### src/rtl/dds_pwm_dac.sv
// PWM DAC fed by a DDS sample stream. A one-entry pending buffer holds the next duty value.
// Define DDS_PWM_SIGNED_EN to treat samples as two's complement and store them as offset binary.
module dds_pwm_dac #(
  parameter int data_width = 8
) (
  input  logic                  clk,
  input  logic                  rst,
  input  logic                  en,
  input  logic [data_width-1:0] sample_in,
  input  logic                  sample_valid,
  output logic                  sample_ready,
  output logic                  pwm_out,
  output logic                  period_start,
  output logic                  underrun,
  output logic                  busy
);

  typedef enum logic {IDLE, RUN} state_t;

  localparam logic [data_width-1:0] CNT_MAX = '1;

  state_t                state, state_next;
  logic [data_width-1:0] counter, counter_next;
  logic [data_width-1:0] duty, duty_next;
  logic [data_width-1:0] pend_data, pend_data_next;
  logic                  pend_valid, pend_valid_next;
  logic [data_width-1:0] stored;
  logic                  transfer, wrap, boundary;

`ifdef DDS_PWM_SIGNED_EN
  assign stored = {~sample_in[data_width-1], sample_in[data_width-2:0]};
`else
  assign stored = sample_in;
`endif

  assign sample_ready = ~pend_valid;
  assign transfer     = sample_valid & ~pend_valid;
  assign busy         = (state == RUN);
  // A boundary is any edge that enters period cycle 0: starting from IDLE or wrapping while still enabled.
  assign wrap         = (state == RUN) && (counter == CNT_MAX) && en;
  assign boundary     = ((state == IDLE) && en) || wrap;

  always_ff @(posedge clk or negedge rst) begin
    if (!rst) state <= IDLE;
    else      state <= state_next;
  end

  always_comb begin
    state_next   = state;
    counter_next = '0;
    case (state)
      IDLE: if (en) state_next = RUN;
      RUN: begin
        counter_next = counter + 1'b1;
        if ((counter == CNT_MAX) && !en) state_next = IDLE;
      end
      default: state_next = IDLE;
    endcase
  end

  // An incoming sample bypasses the buffer only when it lands on a boundary with the buffer empty.
  always_comb begin
    duty_next       = duty;
    pend_valid_next = pend_valid;
    pend_data_next  = pend_data;
    if (boundary && pend_valid) begin
      duty_next       = pend_data;
      pend_valid_next = 1'b0;
    end else if (boundary && transfer) begin
      duty_next = stored;
    end else if (transfer) begin
      pend_valid_next = 1'b1;
      pend_data_next  = stored;
    end
  end

  always_ff @(posedge clk or negedge rst) begin
    if (!rst) begin
      counter      <= '0;
      duty         <= '0;
      pend_valid   <= 1'b0;
      pend_data    <= '0;
      pwm_out      <= 1'b0;
      period_start <= 1'b0;
      underrun     <= 1'b0;
    end else begin
      counter      <= counter_next;
      duty         <= duty_next;
      pend_valid   <= pend_valid_next;
      pend_data    <= pend_data_next;
      pwm_out      <= (state_next == RUN) && (counter_next < duty_next);
      period_start <= boundary;
      underrun     <= wrap && !pend_valid && !transfer;
    end
  end

endmodule

### config.mk
export PLATFORM = sky130hd
export DESIGN_NAME = dds_pwm_dac
export DESIGN_NICKNAME = d
export VERILOG_FILES = /design/src/rtl/dds_pwm_dac.sv
export SDC_FILE = /design/constraint.sdc
export NUM_CORES = 1
export LEC_CHECK = 0
export CAP_MARGIN = 20
export CORE_MARGIN = 2
export CORE_UTILIZATION = 50
export DETAILED_ROUTE_END_ITERATION = 16
export GPL_TIMING_DRIVEN = 0
export PLACE_DENSITY = 0.75
export SLEW_MARGIN = 20
export SYNTH_ARGS = -nofsm -noshare
export SYNTH_HDL_FRONTEND = slang
export SYNTH_SLANG_ARGS = --single-unit
### constraint.sdc
create_clock -name clk -period 2.35 [get_ports clk]
set_input_delay 0.3525 -clock clk [delete_from_list [all_inputs] [get_ports clk]]
set_output_delay 0.3525 -clock clk [all_outputs]
set_load 0.05 [all_outputs]
==> impl_metrics.yaml, run 1 <==
global_routing:
  overflow: 0
  grt_usage_pct: 23.4
  grt_pass1_wl_um: 6170
  grt_max_degree: 30
  first_global_vias: 1320
  antenna_found_initial: 0
drt:
  antenna_left: 0
  drtIter0Drc: 72
  wl_um: 3840
  via_count: 1357
  via_per_inst: 5.90
  drc: 0
  wire_per_inst_um: 16.7
  dr.pass1.iters: 4
sta:
  tightest_slew_ns: 0.648
  finalSetupTns_ns: -0.0302
  clock.fmax_mhz: 420
  slew_viol_final: 0
  period_needed_ns: 2.38
  fin_hold_ws_ns: 0.0300
  setup_ws_ns: -0.0302
  setup_viol: 1
  slew_headroom_pct: 56.8
  skew_ns: 0.0113
  grt_setup_unrepaired: "yes"
  hold_viol_final: 0
  min_period_over_period_pct: 101
worst_setup_path:
  path_class: "flip-flop to flip-flop"
  worstPathMaxFanout: 6
  worstPathArrival_ns: 2.61
  reg2reg_to: "pwm_out$_DFF_PN0_"
  r2r_cells: 12
  r2r_start: "counter[0]$_DFF_PN0_"
  required_ns: 2.58
  r2r_slack_ns: -0.03
  endpoint_kind: "flip-flop"
  start_kind: "flip-flop"
synth:
  synth_seq_area_share_pct: 45.1
  synthDistinctLibCells: 37
  synth_seq_cells: 29
  syn-cell-area_um2: 1610
  synth_area_per_cell_um2: 11.0
  syn_nets: 167
  syn_inst: 147
  yosysWarnings: 0
clock_tree:
  cts_max_level: 2
  cts.path.max_buffers: 2
  hold_buffers: 0
  insertion_delay_ns: 0.34
  cts_made_buffers: 5
  cts_tree: "yes"
  clk_pin_slew_worst_paths_ns: 0.10
  root_buffer: "clkbuf_4"
  cts.sinks: 29
final_layout:
  nNetsFinal: 205
  utilization_pct: 70.9
  fillCellCount: 234
  area_delta_synth_final_pct: 34.5
  multi_input_area_um2: 956
  final_common_cell: "dfrtp_1"
  final_cell_mix: "26 x dfrtp_1, 15 x buf_4, 15 x nor2_1"
  diodes: 0
  seq_area_um2: 729
  layout-drive-gt1-share_pct: 37.1
  final_cell_area_um2: 2170
power_and_ir_drop:
  powerDensity_nw_per_um2: 824
  p_switching_w: 0.000663
  p_leak_nw: 0.940
  p_int_w: 0.00112
  p_sw_share_pct: 37.2
  pwr-share-comb_pct: 42.7
  peakVddDrop_v: 0.000444
  clkPwrFrac_pct: 16.4
  p_seq_share_pct: 40.9
placement:
  place_ws_ns: -0.522
  dp_hpwl_um: 2460
  portBuffers: 15
  placed_area_um2: 1810
  globalplace.congestion: 0.809
floorplanning:
  die_h_um: 60.8
  pin_count: 17
  initial_core_util_pct: 52.7
  fp.dieW_um: 60.8
  dieArea_um2: 3690
  core-area_um2: 3050
  rows: 20
status:
  outcome: "finished, violations left"
  violations: "setup timing"
worst_hold_path:
  min_path_type: "input pin to async pin"
flow_run:
  drv_cap: 0
-- cells by family (layout without fill, tap and decap cells) --
family | count (synthesis) | in the layout | share of synthesized area [%]
fa+ha+maj | 8 | 8 | 6.22
buf+inv | 18 | 57 | 5.13
xor+xnor | 6 | 6 | 3.26
mux | 9 | 9 | 6.22
compound gates | 35 | 35 | 18.5
simple gates | 42 | 42 | 15.6
flops | 29 | 29 | 45.1
-- per-layer routing --
metal,routed length [um],global-route usage [%],vias to the layer above
met5,0,0,-
met4,65,11.2,0
met3,178,4.48,8
met2,2020,40.7,44
met1,1570,27.7,670
li1,-,-,635
-- worst max path at each step --
| stage | start | end | cells past startpoint |
|---|---|---|---|
| floorplan | counter[0]$_DFF_PN0_ | pwm_out$_DFF_PN0_ | 11 |
| global placement | en | pwm_out$_DFF_PN0_ | 11 |
| detailed placement | en | pwm_out$_DFF_PN0_ | 11 |
| CTS | counter[0]$_DFF_PN0_ | pwm_out$_DFF_PN0_ | 12 |
| global route | counter[1]$_DFF_PN0_ | pwm_out$_DFF_PN0_ | 12 |
| finish | counter[0]$_DFF_PN0_ | pwm_out$_DFF_PN0_ | 12 |
-- what timing repair did --
action,in CTS,in global routing
buffers inserted,7,9
gates resized for setup,18,18
endpoints found under the setup margin,1,1
pin swaps,9,13
-- sequential cells by signal, indices dropped and copies added, names as in the netlist --
signal        count
duty              8
pend_valid        1
underrun          1
busy              1
counter           8
pend_data         8
pwm_out           1
period_start      1
-- power groups by stage --
| stage | combinational [W] | clock, W | sequential, W |
|---|---|---|---|
| floorplan | 0.000407 | 0 | 0.000730 |
| global placement | 0.000547 | 0 | 0.000714 |
| detailed placement | 0.000577 | 0 | 0.000724 |
| CTS | 0.000641 | 0.000301 | 0.000720 |
| global route | 0.000839 | 0.000329 | 0.000742 |
| finish | 0.000763 | 0.000293 | 0.000729 |
-- Yosys cell counts --
cell | count | area [um^2]
nor2b_1 | 1 | 6.26
nand3_1 | 4 | 20.0
nand4_2 | 2 | 25.0
o221a_2 | 4 | 45.0
nor3_1 | 1 | 5.00
a21oi_1 | 2 | 10.0
nand4_1 | 2 | 12.5
o221a_1 | 4 | 45.0
buf_2 | 3 | 15.0
a41oi_1 | 1 | 8.76
o2111a_1 | 1 | 11.3
o21ai_0 | 3 | 15.0
and2_1 | 1 | 6.26
nand3b_4 | 1 | 20.0
inv_1 | 10 | 37.5
dfrtp_1 | 29 | 726
mux2i_1 | 1 | 10.0
nor2_1 | 15 | 56.3
xnor2_1 | 1 | 8.76
nand3b_1 | 7 | 52.6
mux2_2 | 8 | 90.1
xor2_1 | 5 | 43.8
o211ai_1 | 1 | 7.51
and3_1 | 2 | 12.5
and4_1 | 1 | 8.76
or2_2 | 1 | 6.26
o221ai_1 | 7 | 61.3
a211oi_1 | 1 | 7.51
nand2_1 | 3 | 11.3
ha_1 | 8 | 100
o22ai_4 | 1 | 20.0
clkbuf_1 | 3 | 11.3
a21o_1 | 3 | 22.5
nor4b_1 | 1 | 8.76
buf_4 | 1 | 7.51
a31oi_1 | 7 | 43.8
buf_6 | 1 | 11.3
-- layout make-up --
class / count / area share, %
clock inverters: 2 / 0.462
multi-input cells: 100 / 44.1
flip-flops and latches: 29 / 33.7
well taps: 44 / 2.54
repair buffers: 31 / 12.9
clock buffers: 6 / 1.91
inverters: 10 / 1.73
plain buffers: 8 / 2.60
-- metrics by stage --
stage / instances / power (W)
after floorplan: 147 / 0.00114
after global placement: 206 / 0.00126
after detailed placement: 206 / 0.00130
after CTS: 221 / 0.00166
after global routing: 230 / 0.00191
final: 230 / 0.00178
-- critical path: stages, from the launching register on --
cell,delay [ns]
dfrtp_2,0.43
ha_4,0.17
nand4_4,0.09
o22ai_4,0.09
buf_6,0.16
buf_12,0.13
a31oi_4,0.19
o221ai_2,0.13
ha_1,0.33
and3_4,0.19
nand2_1,0.06
a211oi_2,0.21
nor3_2,0.07
(Power assumes the default switching activity.)
==> inputs of run 2 (changes only) <==
CORE_ASPECT_RATIO = 1.2   (was not set)
SKIP_LAST_GASP = 1   (was not set)
==> run 2 against run 1 <==
Net effect: the flow still finishes with violations (setup timing); via count shrank 1.0%; clock power grew 5%; count of clock-buffer cells in the layout grew 1; die area is essentially flat; non-clock buffer count shrank 4; worst setup slack gained 0.023 ns; worst hold slack gained 0.013 ns; critical endpoint unchanged; largest power group unchanged.
==> impl_metrics.yaml, run 2 (synthesized netlist as in run 1, its figures left out) <==
worst_setup_path:
  r2r_cells: 11
  worstPathMaxFanout: 8
  cp.depth: 11
  worstPathArrival_ns: 2.58
  cp_common_cell: "buf_8"
  critical-path-slowest-cell: "dfrtp_1"
  required_ns: 2.57
  crit_path_max_incr_delay_ns: 0.40
  endpoint_kind: "flip-flop"
  path_class: "flip-flop to flip-flop"
  path_cells: "ha_4, nand4_4, o22ai_4, buf_8, buf_8, o221ai_1, ha_1, o2111a_1, nand2_1, a211oi_1, nor3_1"
  cp_top_family: "compound AO/OA/AOI/OAI gates"
  start_kind: "flip-flop"
  crit_buf_inv: 2
drt:
  drc: 0
  dr.pass1.iters: 4
  via_count: 1343
  drtIter0Drc: 28
  via_per_inst: 6.19
  antenna_left: 0
  wire_per_inst_um: 17.3
  wl_um: 3760
clock_tree:
  hold_buffers: 0
  cts.sinks: 29
  cts_max_level: 2
  cts_tree: "yes"
  clk_pin_slew_worst_paths_ns: 0.09
  root_buffer: "clkbuf_4"
  cts_made_buffers: 5
  insertion_delay_ns: 0.33
  cts.path.max_buffers: 2
worst_hold_path:
  min_path_type: "input pin to async pin"
floorplanning:
  die_h_um: 66.2
  dieArea_um2: 3690
  fp.dieW_um: 55.8
  initial_core_util_pct: 52.7
  core-area_um2: 3060
  pin_count: 17
  rows: 22
final_layout:
  final_cell_area_um2: 2110
  final_cell_mix: "26 x dfrtp_1, 15 x nor2_1, 13 x clkdlybuf4s50_1"
  final_common_cell: "dfrtp_1"
  utilization_pct: 69.1
  area_delta_synth_final_pct: 31.2
  nNetsFinal: 201
  top_regs: "counter (8), duty (8), pend_data (8)"
  fillCellCount: 225
  layout-drive-gt1-share_pct: 33.7
  diodes: 0
global_routing:
  first_global_vias: 1319
  overflow: 0
  grt_max_degree: 30
  use_met3_pct: 6.85
  grt_use_met2_pct: 35.4
  antenna_found_initial: 0
  grt_usage_pct: 21.3
  grtUsageMet1_pct: 24.1
  grt_pass1_wl_um: 6000
  busiest_layer: "met2"
status:
  violations: "setup timing"
  outcome: "finished, violations left"
sta:
  period_needed_ns: 2.36
  setup_ws_ns: -0.00721
  setup_viol: 1
  skew_ns: 0.0104
  clock.fmax_mhz: 424
  grt_setup_unrepaired: "yes"
  slew_viol_final: 0
  tightest_slew_ns: 0.660
  slew_headroom_pct: 56.0
  hold_viol_final: 0
  min_period_over_period_pct: 100
  fin_hold_ws_ns: 0.0427
placement:
  placed_area_um2: 1800
  globalplace.congestion: 0.834
  portBuffers: 15
  dp_hpwl_um: 2380
power_and_ir_drop:
  powerDensity_nw_per_um2: 851
  p_leak_nw: 0.919
  peakVddDrop_v: 0.000564
  power.total_w: 0.00180
flow_run:
  drv_cap: 0
## run 2: cell count changes in the layout (fill, tap and decap cells not counted), sizes merged
cell    change
clkbuf      +2
clkinv      -2
buf         -5
## run 2: cell type report
type,instances,area (um^2),area share (%)
flip-flops and latches,29,729,34.5
multi-input cells,100,942,44.6
inverters,10,37.5,1.78
plain buffers,8,61.3,2.90
clock buffers,7,55.1,2.61
well taps,36,45.0,2.13
repair buffers,27,241,11.4
## run 2: worst reg2reg max path: cells and delay by family, from the launching register on
family | cells | cell delay [ns]
buffers and inverters | 2 | 0.34
adders and majority gates | 2 | 0.50
and+or+nand+nor | 3 | 0.27
AOI/OAI and AO/OA | 4 | 0.75
DFF | 1 | 0.40
## run 2: what timing repair did
item / CTS / global route
setup endpoints to repair: 1 / 1
buffers inserted: 8 / 4
gates resized for setup: 9 / 27
pin swaps: 7 / 12
hold endpoints to repair: 0 / 0
## run 2: power breakdown
part	total [W]	internal [W]	switching, W
registers	0.000730	0.000615	0.000115
logic	0.000759	0.000391	0.000369
clock network	0.000309	0.000141	0.000168
## run 2: worst paths after layout
check                                              start                       end  slack (ns)
worst max-delay path                counter[1]$_DFF_PN0_         pwm_out$_DFF_PN0_      -0.007
worst min-delay path                                 rst         duty[1]$_DFF_PN0_        0.04
worst max register to register      counter[1]$_DFF_PN0_         pwm_out$_DFF_PN0_      -0.007
worst min register to register  pend_data[7]$_DFFE_PN0P_  pend_data[7]$_DFFE_PN0P_        0.50
max in group asynchronous                            rst      counter[0]$_DFF_PN0_        1.83
min in group clk                pend_data[7]$_DFFE_PN0P_  pend_data[7]$_DFFE_PN0P_        0.50
## run 2: routing by layer
| layer | vias to the layer above | wire length (um) |
|---|---|---|
| li1 | 627 | - |
| met1 | 672 | 1530 |
| met2 | 33 | 1960 |
| met3 | 11 | 169 |
| met4 | 0 | 106 |
| met5 | - | 0 |
## run 2: metrics by stage
stage          setup TNS (ns)  cells  worst slack (ns)
3_5_place_dp           -0.473    198            -0.473
2_1_floorplan               0    147            0.0644
6_report             -0.00721    217          -0.00721
3_3_place_gp           -0.472    198            -0.472
4_1_cts                     0    213           0.00689
5_1_grt                -0.115    217            -0.115
==> variant 1 (config.mk and constraints of run 1) <==
Remove the register `underrun`: a continuous assignment takes its place, so the output `underrun` follows one clock earlier.
--- a/src/rtl/dds_pwm_dac.sv
+++ b/src/rtl/dds_pwm_dac.sv
@@ -82,7 +82,6 @@
       pend_data    <= '0;
       pwm_out      <= 1'b0;
       period_start <= 1'b0;
-      underrun     <= 1'b0;
     end else begin
       counter      <= counter_next;
       duty         <= duty_next;
@@ -90,9 +89,10 @@
       pend_data    <= pend_data_next;
       pwm_out      <= (state_next == RUN) && (counter_next < duty_next);
       period_start <= boundary;
-      underrun     <= wrap && !pend_valid && !transfer;
     end
   end
 
+  assign underrun = wrap && !pend_valid && !transfer;
+
 endmodule
 
Formal check against the unedited RTL: no difference found for any inputs over 10 cycles, from zero or initial values and one cycle with rst low; that may be too few to reach the edited logic, so the function may still have changed.
==> variant 1 against run 1 <==
Sequential cell count shrank 1; first-iteration DRC count shrank 13%; worst setup slack gained 0.032 ns; clock power shrank 19%; fmax grew 1.4%; clock skew shrank 0.0089 ns; design area shrank 6.6%; critical path depth shrank 1; wire length shrank 2.2%; cell count shrank 3.5%; total power shrank 8.6%; synthesized area shrank 1.6%; worst hold slack lost 0.017 ns; critical path type unchanged; largest cell class unchanged; highest routed layer unchanged.
==> variant 1: results (changes against run 1) <==
<table>
<tr><th>Metric</th><th>Value</th></tr>
<tr><th colspan="2">Status</th></tr>
<tr><td>Run status</td><td>completed</td></tr>
<tr><th colspan="2">Synth</th></tr>
<tr><td>Fraction of synthesized area in multiplexers</td><td>6.314% (+0.098 points)</td></tr>
<tr><td>Fraction of the mapped netlist area in adder cells</td><td>6.314% (+0.098 points)</td></tr>
<tr><td>Avg Synthesized Cell Area</td><td>10.86 µm² (-0.88%)</td></tr>
<tr><td>Leading post-synthesis cells by instance count</td><td>dfrtp_1 (28), nor2_1 (15), inv_1 (10), ha_1 (8), mux2_2 (8)</td></tr>
<tr><td>Sequential cell area fraction in the yosys report</td><td>44.20% (-0.87 points)</td></tr>
<tr><td>Synthesized-area fraction occupied by xor and xnor cells</td><td>3.315% (+0.052 points)</td></tr>
<tr><td>Net Count, Synth</td><td>166 (-0.60%)</td></tr>
<tr><th colspan="2">Global route</th></tr>
<tr><td>Largest net degree at the start of global routing</td><td>29 (-3.3%)</td></tr>
<tr><td>Met3 usage in global routing</td><td>2.814% (-1.7 points)</td></tr>
<tr><td>Met1 Usage GRT</td><td>29.55% (+1.8 points)</td></tr>
<tr><th colspan="2">Critical path</th></tr>
<tr><td>Critical Path Fanout Max</td><td>4 (-2)</td></tr>
<tr><td>Arrival time reported for the critical path endpoint</td><td>2.58 ns (-0.03 ns)</td></tr>
<tr><th colspan="2">Final layout</th></tr>
<tr><td>Final non-filler cell total</td><td>222 (-3.5%)</td></tr>
<tr><td>Nets</td><td>199 (-2.9%)</td></tr>
<tr><th colspan="2">Placement</th></tr>
<tr><td>Area after detailed placement</td><td>1792 µm² (-1.0%)</td></tr>
<tr><td>Number of placed instances with taps included</td><td>205 (-0.49%)</td></tr>
<tr><td>Routability-driven placement congestion ratio</td><td>0.7658 (-5.4%)</td></tr>
<tr><th colspan="2">CTS</th></tr>
<tr><td>CTS clock-pin slew for the worst setup and hold paths</td><td>0.15 ns (+0.05 ns)</td></tr>
<tr><td>Number of CTS-inserted buffers</td><td>3 (-2)</td></tr>
<tr><td>Post-CTS setup repair buffer count</td><td>8 (+1)</td></tr>
<tr><th colspan="2">Routing</th></tr>
<tr><td>Via count</td><td>1289 (-5.0%)</td></tr>
<tr><td>DR iter-0 viols</td><td>63 (-13%)</td></tr>
<tr><td>Met2 routed WL</td><td>1946 µm (-3.8%)</td></tr>
<tr><td>Wire length per cell after detailed routing</td><td>16.92 µm (+1.4%)</td></tr>
<tr><th colspan="2">Power and ir drop</th></tr>
<tr><td>Highest ir drop seen on vdd</td><td>466.8 µV (+5.2%)</td></tr>
<tr><th colspan="2">STA</th></tr>
<tr><td>Final hold slack</td><td>0.01289 ns (-0.01710 ns)</td></tr>
<tr><td>Transition time of the tightest slew-check pin</td><td>0.6291 ns (-0.01937 ns)</td></tr>
</table>
==> variant 1: report_power, final <==
part,switching [mW],total [mW],internal [mW]
registers,0.125,0.722,0.597
logic,0.336,0.670,0.334
clock network,0.143,0.238,0.0948
==> variant 1: how the worst max path moves through the flow <==
stage                     slack [ns]                 to  cells past startpoint
after floorplan                 0.03           underrun                      2
after global placement         -0.48  pwm_out$_DFF_PN0_                     11
after detailed placement       -0.51  pwm_out$_DFF_PN0_                     11
after CTS                      0.004  pwm_out$_DFF_PN0_                     11
after global routing           -0.14  pwm_out$_DFF_PN0_                     12
final                          0.002  pwm_out$_DFF_PN0_                     11
==> variant 1: area by class of cell <==
type / count / area (µm²)
multi-input cells: 100 / 893.4
well taps: 44 / 55.05
inverters: 10 / 37.54
fillers: 217 / 1005
flip-flops and latches: 28 / 703.2
plain buffers: 8 / 57.56
clock buffers: 4 / 36.28
repair buffers: 28 / 240.2
==> variant 2 (config.mk and constraints of run 1) <==
Made on the original files. Add a define of `DDS_PWM_SIGNED_EN`.
--- a/src/rtl/dds_pwm_dac.sv
+++ b/src/rtl/dds_pwm_dac.sv
@@ -1,5 +1,7 @@
 // PWM DAC fed by a DDS sample stream. A one-entry pending buffer holds the next duty value.
 // Define DDS_PWM_SIGNED_EN to treat samples as two's complement and store them as offset binary.
+`define DDS_PWM_SIGNED_EN
+
 module dds_pwm_dac #(
   parameter int data_width = 8
 ) (
Function: changed (Yosys sat finds a counterexample within 4 cycles, from zero or initial values and one cycle with rst low).
==> variant 2 against run 1 <==
The flow still finishes with violations (setup timing); synthesized area down 2.6%; sequential cell count unchanged; total power down 8.1%; critical path depth unchanged; wire length down 6.3%; design area down 5.0%; worst setup slack worse by 0.20 ns; die area down 2.5%; first-iteration DRC count down 26%; clock power down 2%.
==> variant 2: results (changes against run 1) <==
<table>
<tr><th>Metric</th><th>Value</th></tr>
<tr><th colspan="2">Critical path</th></tr>
<tr><td>Critical Path Fanout Max</td><td>8 (+2)</td></tr>
<tr><td>Arrival time reported for the critical path endpoint</td><td>2.81 ns (+0.20 ns)</td></tr>
<tr><td>Worst-path cell with the longest stage delay</td><td>dfrtp_2</td></tr>
<tr><th colspan="2">Placement</th></tr>
<tr><td>Number of placed instances with taps included</td><td>221 (+7.3%)</td></tr>
<tr><td>HPWL after detailed placement</td><td>2539 µm (+3.1%)</td></tr>
<tr><td>Place WS</td><td>-0.7859 ns (-0.2639 ns)</td></tr>
<tr><td>Area after detailed placement</td><td>1815 µm² (+0.28%)</td></tr>
<tr><th colspan="2">Synth</th></tr>
<tr><td>Leading post-synthesis cells by instance count</td><td>dfrtp_1 (29), nor2_1 (16), nand2_1 (11), o21ai_0 (10), inv_1 (9)</td></tr>
<tr><td>Post-synthesis instance total</td><td>162 (+10%)</td></tr>
<tr><td>Sequential cell area fraction in the yosys report</td><td>46.29% (+1.2 points)</td></tr>
<tr><td>Count of distinct cell types in the synthesized netlist</td><td>34 (-8.1%)</td></tr>
<tr><td>Net Count, Synth</td><td>182 (+9.0%)</td></tr>
<tr><td>Largest cells by area after synthesis</td><td>dfrtp_1 (46%), ha_1 (6.4%), o211a_1 (3.8%)</td></tr>
<tr><th colspan="2">Final layout</th></tr>
<tr><td>Share of final-layout standard cells stronger than drive strength 1</td><td>20.71% (-16 points)</td></tr>
<tr><th colspan="2">Global route</th></tr>
<tr><td>Vias in the first global route</td><td>1355 (+2.7%)</td></tr>
<tr><td>Global-route usage over all layers</td><td>23.37% (about the same)</td></tr>
<tr><th colspan="2">STA</th></tr>
<tr><td>Final setup violating endpoints</td><td>1 (unchanged)</td></tr>
<tr><td>Clock tree skew after final layout</td><td>0.006260 ns (-0.005031 ns)</td></tr>
<tr><td>Max transition margin</td><td>56.85% (+0.087 points)</td></tr>
<tr><td>Min setup slack post-route</td><td>-0.2341 ns (-0.2039 ns)</td></tr>
<tr><td>Final hold slack</td><td>0.03449 ns (+0.004503 ns)</td></tr>
<tr><th colspan="2">Routing</th></tr>
<tr><td>DR iter-0 viols</td><td>53 (-26%)</td></tr>
<tr><td>Wire length per cell after detailed routing</td><td>14.88 µm (-11%)</td></tr>
<tr><th colspan="2">Status</th></tr>
<tr><td>Run status</td><td>finished, violations left</td></tr>
<tr><td>Failing checks</td><td>setup timing</td></tr>
<tr><th colspan="2">Power and ir drop</th></tr>
<tr><td>Highest ir drop seen on vdd</td><td>395.3 µV (-11%)</td></tr>
<tr><td>Static leakage</td><td>0.9526 nW (+1.3%)</td></tr>
<tr><th colspan="2">CTS</th></tr>
<tr><td>CTS clock-pin slew for the worst setup and hold paths</td><td>approximately 0.09 ns</td></tr>
</table>
-- variant 2: cell types whose count changed after synthesis, sizes merged, moves of 6 or more --
cell | run 1 | this run
o211a | 0 | 6
o221a | 8 | 0
nand2b | 0 | 7
o21ai | 3 | 10
o211ai | 1 | 8
or3 | 0 | 8
nand2 | 3 | 11
nand3b | 8 | 0
o221ai | 7 | 1
mux2 | 8 | 2
-- variant 2: repair_timing --
item	CTS	global route
buffers inserted	11	2
gates resized for setup	15	6
pin swaps	12	10
hold buffers	0	0
endpoints found under the setup margin	1	2
gates cloned	0	0
-- variant 2: routing by layer --
layer / track usage, % / wire length, µm / vias up
met5: 0 / 0 / -
met4: 10.48 / 80 / 0
li1: - / - / 654
met1: 26.79 / 1514 / 658
met2: 39.75 / 1856 / 26
met3: 7.143 / 148 / 9
-- variant 2: logic make-up (layout without fill, tap and decap cells) --
| group | after synthesis | in the layout | share of synthesized area, % |
|---|---|---|---|
| and+or+nand+nor | 58 | 58 | 18.76 |
| muxes | 2 | 2 | 1.436 |
| adders and majority gates | 8 | 8 | 6.385 |
| DFF | 29 | 29 | 46.29 |
| buffers and inverters | 18 | 54 | 5.107 |
| xor gates and xnor gates | 5 | 5 | 2.793 |
| AOI/OAI and AO/OA | 42 | 42 | 19.23 |
-- variant 2: cell type report --
class,instances,area [µm²]
clock buffer,8,48.80
buffer,7,56.30
inverter,11,41.29
multi-input combinational,115,879.6
sequential,29,729.5
timing repair buffer,28,247.7
fill,239,969.7
tap,44,55.05
-- variant 2: power groups by stage --
stage | Clock [mW] | Sequential [mW] | Combinational (mW)
final | 0.287 | 0.709 | 0.645
after global routing | 0.322 | 0.723 | 0.715
after CTS | 0.294 | 0.696 | 0.609
after detailed placement | 0 | 0.711 | 0.565
after global placement | 0 | 0.701 | 0.539
after floorplan | 0 | 0.721 | 0.393
